### src/rtl/memport_pkg.sv
// Shared types and constants for the memory-port controller and its timer.
package memport_pkg;

   typedef enum logic [1:0] {
      IDLE = 2'b00,
      BUSY = 2'b01,
      DONE = 2'b10
   } state_t;

   // Width of the BUSY-cycle counter; covers TIMEOUT values up to 255.
   localparam int TIMER_W = 8;

   localparam logic [31:0] ZERO_WORD = 32'h0000_0000;

endpackage

### src/rtl/flopenr.sv
// Enable flop with synchronous active-high reset.
module flopenr #(
   parameter int WIDTH = 8
) (
   input  logic             clk,
   input  logic             reset,
   input  logic             en,
   input  logic [WIDTH-1:0] d,
   output logic [WIDTH-1:0] q
);

   // Load d when enabled, clear on reset.
   always_ff @(posedge clk) begin
      if (reset)   q <= '0;
      else if (en) q <= d;
   end

endmodule

### src/rtl/memport_timer.sv
// BUSY-cycle counter for the memory port. tc is raised during the
// TIMEOUT-th enabled cycle since the last clear.
module memport_timer
   import memport_pkg::*;
#(
   parameter int TIMEOUT = 15
) (
   input  logic clk,
   input  logic reset,
   input  logic clr,
   input  logic en,
   output logic tc
);

   logic [TIMER_W-1:0] r_count;

   // Count enabled cycles; clear between accesses.
   always_ff @(posedge clk) begin
      if (reset || clr) r_count <= '0;
      else if (en)      r_count <= r_count + TIMER_W'(1);
   end

   assign tc = en && (r_count == TIMER_W'(TIMEOUT - 1));

endmodule

### src/rtl/mem_port_ctrl.sv
// Memory-port controller: selects PC or ALUOut, runs a req/ack access on a
// variable-latency bus, captures Instr/Data and stalls the multicycle
// controller until the access completes. Accesses that see no ack within
// TIMEOUT BUSY cycles are aborted with a bus_err pulse.
// Build option MEMPORT_ALIGN_CHECK_EN: misaligned addresses are rejected
// with an align_err pulse and no bus request; otherwise the low two address
// bits are forced to zero and align_err is tied 0.
module mem_port_ctrl
   import memport_pkg::*;
#(
   parameter int ADDR_W  = 32,
   parameter int DATA_W  = 32,
   parameter int TIMEOUT = 15
) (
   input  logic              clk,
   input  logic              reset,
   input  logic              rd_req,
   input  logic              wr_req,
   input  logic              ir_wr,
   input  logic              adr_src,
   input  logic [ADDR_W-1:0] pc,
   input  logic [ADDR_W-1:0] alu_out,
   input  logic [DATA_W-1:0] wdata,
   output logic [DATA_W-1:0] instr,
   output logic [DATA_W-1:0] data,
   output logic              stall,
   output logic              bus_err,
   output logic              align_err,
   output logic              mem_req,
   output logic              mem_we,
   output logic [ADDR_W-1:0] mem_addr,
   output logic [DATA_W-1:0] mem_wdata,
   input  logic [DATA_W-1:0] mem_rdata,
   input  logic              mem_ack
);

   state_t            r_state, w_next;
   logic              w_req;
   logic [ADDR_W-1:0] w_sel_addr, w_lat_addr;
   logic              w_misaligned;
   logic              w_latch, w_cap, w_timeout, w_align_hit;
   logic              w_tmr_en, w_tmr_clr, w_tc;
   logic              r_we, r_fetch;
   logic              r_bus_err;
   logic [DATA_W-1:0] w_data_d;

   assign w_req      = rd_req | wr_req;
   assign w_sel_addr = adr_src ? alu_out : pc;

`ifdef MEMPORT_ALIGN_CHECK_EN
   logic r_align_err;

   assign w_lat_addr   = w_sel_addr;
   assign w_misaligned = |w_sel_addr[1:0];

   // One-cycle align_err pulse, visible during the DONE cycle.
   always_ff @(posedge clk) begin
      if (reset) r_align_err <= 1'b0;
      else       r_align_err <= w_align_hit;
   end

   assign align_err = r_align_err;
`else
   assign w_lat_addr   = w_sel_addr & ~ADDR_W'(3);
   assign w_misaligned = 1'b0;
   assign align_err    = 1'b0;
`endif

   // State register.
   always_ff @(posedge clk) begin
      if (reset) r_state <= IDLE;
      else       r_state <= w_next;
   end

   // Next-state, stall and per-cycle strobes.
   always_comb begin
      w_next      = r_state;
      stall       = 1'b0;
      w_latch     = 1'b0;
      w_cap       = 1'b0;
      w_timeout   = 1'b0;
      w_align_hit = 1'b0;
      w_tmr_en    = 1'b0;
      w_tmr_clr   = 1'b0;
      case (r_state)
         IDLE: begin
            stall = w_req;
            if (w_req) begin
               if (w_misaligned) begin
                  w_align_hit = 1'b1;
                  w_next      = DONE;
               end else begin
                  w_latch = 1'b1;
                  w_next  = BUSY;
               end
            end
         end
         BUSY: begin
            stall    = 1'b1;
            w_tmr_en = 1'b1;
            if (mem_ack) begin
               // Ack beats a coincident timeout; writes update nothing.
               w_cap  = ~r_we;
               w_next = DONE;
            end else if (w_tc) begin
               w_timeout = 1'b1;
               w_next    = DONE;
            end
         end
         DONE: begin
            w_tmr_clr = 1'b1;
            w_next    = IDLE;
         end
         default: w_next = IDLE;
      endcase
   end

   // One-cycle bus_err pulse, visible during the DONE cycle.
   always_ff @(posedge clk) begin
      if (reset) r_bus_err <= 1'b0;
      else       r_bus_err <= w_timeout;
   end

   memport_timer #(.TIMEOUT(TIMEOUT)) u_timer (
      .clk   (clk),
      .reset (reset),
      .clr   (w_tmr_clr),
      .en    (w_tmr_en),
      .tc    (w_tc)
   );

   // Access latch: address, store data and access kind, held through BUSY.
   // A simultaneous write request wins, so a fetch is only a pure read.
   flopenr #(.WIDTH(ADDR_W)) u_addr (
      .clk(clk), .reset(reset), .en(w_latch), .d(w_lat_addr), .q(mem_addr)
   );
   flopenr #(.WIDTH(DATA_W)) u_wdata (
      .clk(clk), .reset(reset), .en(w_latch), .d(wdata), .q(mem_wdata)
   );
   flopenr #(.WIDTH(2)) u_kind (
      .clk(clk), .reset(reset), .en(w_latch),
      .d({wr_req, ir_wr & ~wr_req}), .q({r_we, r_fetch})
   );

   // Result registers: Data on every completed read (zero on timeout),
   // Instr only on a completed fetch.
   assign w_data_d = w_timeout ? DATA_W'(ZERO_WORD) : mem_rdata;

   flopenr #(.WIDTH(DATA_W)) u_data (
      .clk(clk), .reset(reset), .en(w_cap | w_timeout), .d(w_data_d), .q(data)
   );
   flopenr #(.WIDTH(DATA_W)) u_instr (
      .clk(clk), .reset(reset), .en(w_cap & r_fetch), .d(mem_rdata), .q(instr)
   );

   assign mem_req = (r_state == BUSY);
   assign mem_we  = r_we & mem_req;
   assign bus_err = r_bus_err;

endmodule

### config.mk
export PLATFORM = sky130hd
export DESIGN_NAME = mem_port_ctrl
export DESIGN_NICKNAME = d
export VERILOG_FILES = /design/src/rtl/memport_pkg.sv /design/src/rtl/flopenr.sv /design/src/rtl/memport_timer.sv /design/src/rtl/mem_port_ctrl.sv
export SDC_FILE = /design/constraint.sdc
export NUM_CORES = 1
export LEC_CHECK = 0
export CAP_MARGIN = 20
export CORE_MARGIN = 2
export CORE_UTILIZATION = 42
export CTS_BUF_LIST = sky130_fd_sc_hd__clkbuf_8
export DETAILED_ROUTE_END_ITERATION = 8
export GPL_TIMING_DRIVEN = 1
export PLACE_DENSITY = 0.78
export SLEW_MARGIN = 20
export SYNTH_ARGS = -nofsm -noshare
export SYNTH_HDL_FRONTEND = slang
export SYNTH_SLANG_ARGS = --single-unit
export TNS_END_PERCENT = 10
### constraint.sdc
create_clock -name clk -period 1.65 [get_ports clk]
set_input_delay 0.165 -clock clk [delete_from_list [all_inputs] [get_ports clk]]
set_output_delay 0.165 -clock clk [all_outputs]
set_load 0.02 [all_outputs]
==> flow_summary.json <==
{
  "grt_max_degree": 65,
  "insertedDiodeCount": 0,
  "placed_cell_area_mm2": 0.00835,
  "place_congestion": 0.807,
  "yosys-top-cells-area": "dfxtp_1, a21oi_1, nand3_1",
  "finalPower_mw": 8.27,
  "p_per_area_mw_per_mm2": 943,
  "wl_met3_mm": 1.51,
  "clock-sinks": 139,
  "viasPerCell": 5.34,
  "cts_buffer_depth": 2,
  "crit_arrival_ns": 1.43,
  "final_cell_mix": "clkdlybuf4s50_1, dfxtp_1, a21oi_1",
  "critical_path.top_delay_family": "buffers and inverters",
  "cts_max_level": 4,
  "worstMarginPinSlew_ns": 0.904,
  "leakagePower_nw": 3.29,
  "m1WireLength_mm": 6.83,
  "area_delta_synth_final_pct": 56.4,
  "syn_avg_cell_area_um2": 8.65,
  "period_share_pct": 96.9,
  "grt_pass1_wl_mm": 27.5,
  "track_usage_pct": 24.4,
  "ys_seq_area_share_pct": 49.6,
  "fill_cells": 1064,
  "fin_nets": 1022,
  "io_pins": 268,
  "synth_cells": 648,
  "hold_viol_final": 0,
  "cp_slowest_cell": "clkdlybuf4s50_1",
  "rsz0062_at_grt": "no",
  "ant_nets": 0,
  "r2r_slack_ns": 0.10,
  "drive_above_1_share_pct": 7.25,
  "finalSetupViolCount": 0,
  "slew_headroom_pct": 39.7,
  "clk_pin_slew_worst_paths_ns": 0.07,
  "rows": 42,
  "maxCapViolations": 0,
  "clk_latency_ns": 0.43,
  "layout_commonest_cell": "clkdlybuf4s50_1",
  "synth_top_cell_by_area": "dfxtp_1",
  "crit_required_ns": 1.48,
  "slew_viol_final": 0,
  "start_util_pct": 42.7,
  "wl_per_cell_um": 16.7,
  "highest_layer": "met4",
  "met2_wirelength_mm": 9.13,
  "crit_path_end_kind": "output pin",
  "ys_ff_latch": 139,
  "yosysWarnings": 0,
  "cp_max_fo": 2,
  "peakVddDrop_uv": 521,
  "cp.buffers_inverters": 1,
  "cts_tree": "yes",
  "dieArea_mm2": 0.0143,
  "status": "finished clean",
  "finalCriticalPeriod_ns": 1.60,
  "syn_area_mm2": 0.00561,
  "fin_area_mm2": 0.00877,
  "die-width_um": 120,
  "path_cells": "clkdlybuf4s50_1",
  "max_freq_ghz": 0.626,
  "antenna_found_initial": 0,
  "synth_top_area_share_pct": 49.6,
  "hold_path_class": "input pin to flip-flop",
  "portBuffers": 260,
  "drtIter0Drc": 439,
  "cts_buffers": 17,
  "dieHeight_um": 120,
  "drc": 0,
  "final.setup_skew_ns": 0.00756,
  "crit_path_start_kind": "flip-flop",
  "criticalPathCategory": "flip-flop to output pin",
  "grt-ovfl-total": 0,
  "dr.pass1.iters": 5,
  "root_buffer": "clkbuf_8",
  "grt_pass1_vias": 5567,
  "core_mm2": 0.0131,
  "postCtsSetupBuffers": 0,
  "finalWirelength_mm": 17.9,
  "ys_types": 43,
  "vias": 5730,
  "dp_hpwl_mm": 12.6,
  "cpPeakStageDelay_ns": 0.63
}
## flip-flops by register name (all words and copies together), names as in the netlist
signal / cells
u_kind.q: 2
u_data.q: 32
u_instr.q: 32
bus_err: 1
u_timer.r_count: 8
u_addr.q: 30
r_state: 2
u_wdata.q: 32
## where the power goes
part           internal, mW  total [mW]  switching [mW]
registers              3.55        3.66           0.108
logic                 0.865        1.75           0.888
clock network          1.62        2.86            1.23
## metal layers
metal  track usage, %  vias up
met2             43.4      248
met1             26.4     2677
met3             8.08       35
met5                0        -
met4             10.3        0
li1                 -     2770
## kinds of logic after synthesis
logic type	Yosys count	share of synthesized area, %
AOI/OAI and AO/OA	241	23.2
and+or+nand+nor	160	14.0
DFF	139	49.6
buffers and inverters	73	7.01
muxes	30	5.35
adders and majority gates	2	0.446
xor gates and xnor gates	2	0.312
other	1	0.0669
## cell usage after synthesis, drive strengths merged
cell / instances
dfxtp: 139
a21oi: 135
o21ai: 70
nand2: 66
nand3: 66
buf: 37
a211oi: 31
clkbuf: 30
mux2i: 30
nor2: 7
inv: 6
or3: 4
ha: 2
nand4b: 2
nor4: 2
or2: 2
xnor2: 2
a21boi: 1
a21o: 1
a31o: 1
and2: 1
and3: 1
and4b: 1
and4bb: 1
conb: 1
nand3b: 1
nand4: 1
nand4bb: 1
nor2b: 1
nor3: 1
nor3b: 1
o21ba: 1
o31ai: 1
or4: 1
## worst paths after layout
| path | from | endpoint | cells after the start |
|---|---|---|---|
| max | u_wdata.q[1] | mem_wdata[1] | 1 |
| min reg2reg | u_data.q[24] | u_data.q[24] | 2 |
| max reg2reg | u_timer.r_count[4] | u_data.q[21] | 4 |
| min | reset | bus_err | 2 |
## per-stage QoR
step	util (%)	hold WS, ns	instances	TNS [ns]	worst slack [ns]
floorplan	-	0.298	650	0	0.231
global placement	63.6	0.441	1042	-0.0396	-0.0296
detailed placement	63.6	0.447	1042	-0.380	-0.115
CTS	66.7	0.0300	1073	0	0.000365
global route	66.8	0.0549	1073	0	0.00268
finish	66.8	0.0604	1073	0	0.0519
## final cells by class
| type | count | area, um2 | share of cell area (%) |
|---|---|---|---|
| Clock inverter | 10 | 124 | 1.41 |
| Multi-Input combinational cell | 438 | 2450 | 27.9 |
| Tap cell | 176 | 220 | 2.51 |
| Sequential cell | 139 | 2780 | 31.7 |
| Timing Repair Buffer | 283 | 2890 | 32.9 |
| Inverter | 6 | 22.5 | 0.257 |
| Clock buffer | 21 | 289 | 3.30 |
## what timing repair did
item | 4_1_cts | 5_1_grt
hold buffers | 0 | 0
hold endpoints to repair | 0 | 0
resized for setup | 6 | 10
endpoints found under the setup margin | 4 | 9
pin swaps | 0 | 0
No activity file was read; power rests on OpenSTA's default activity.
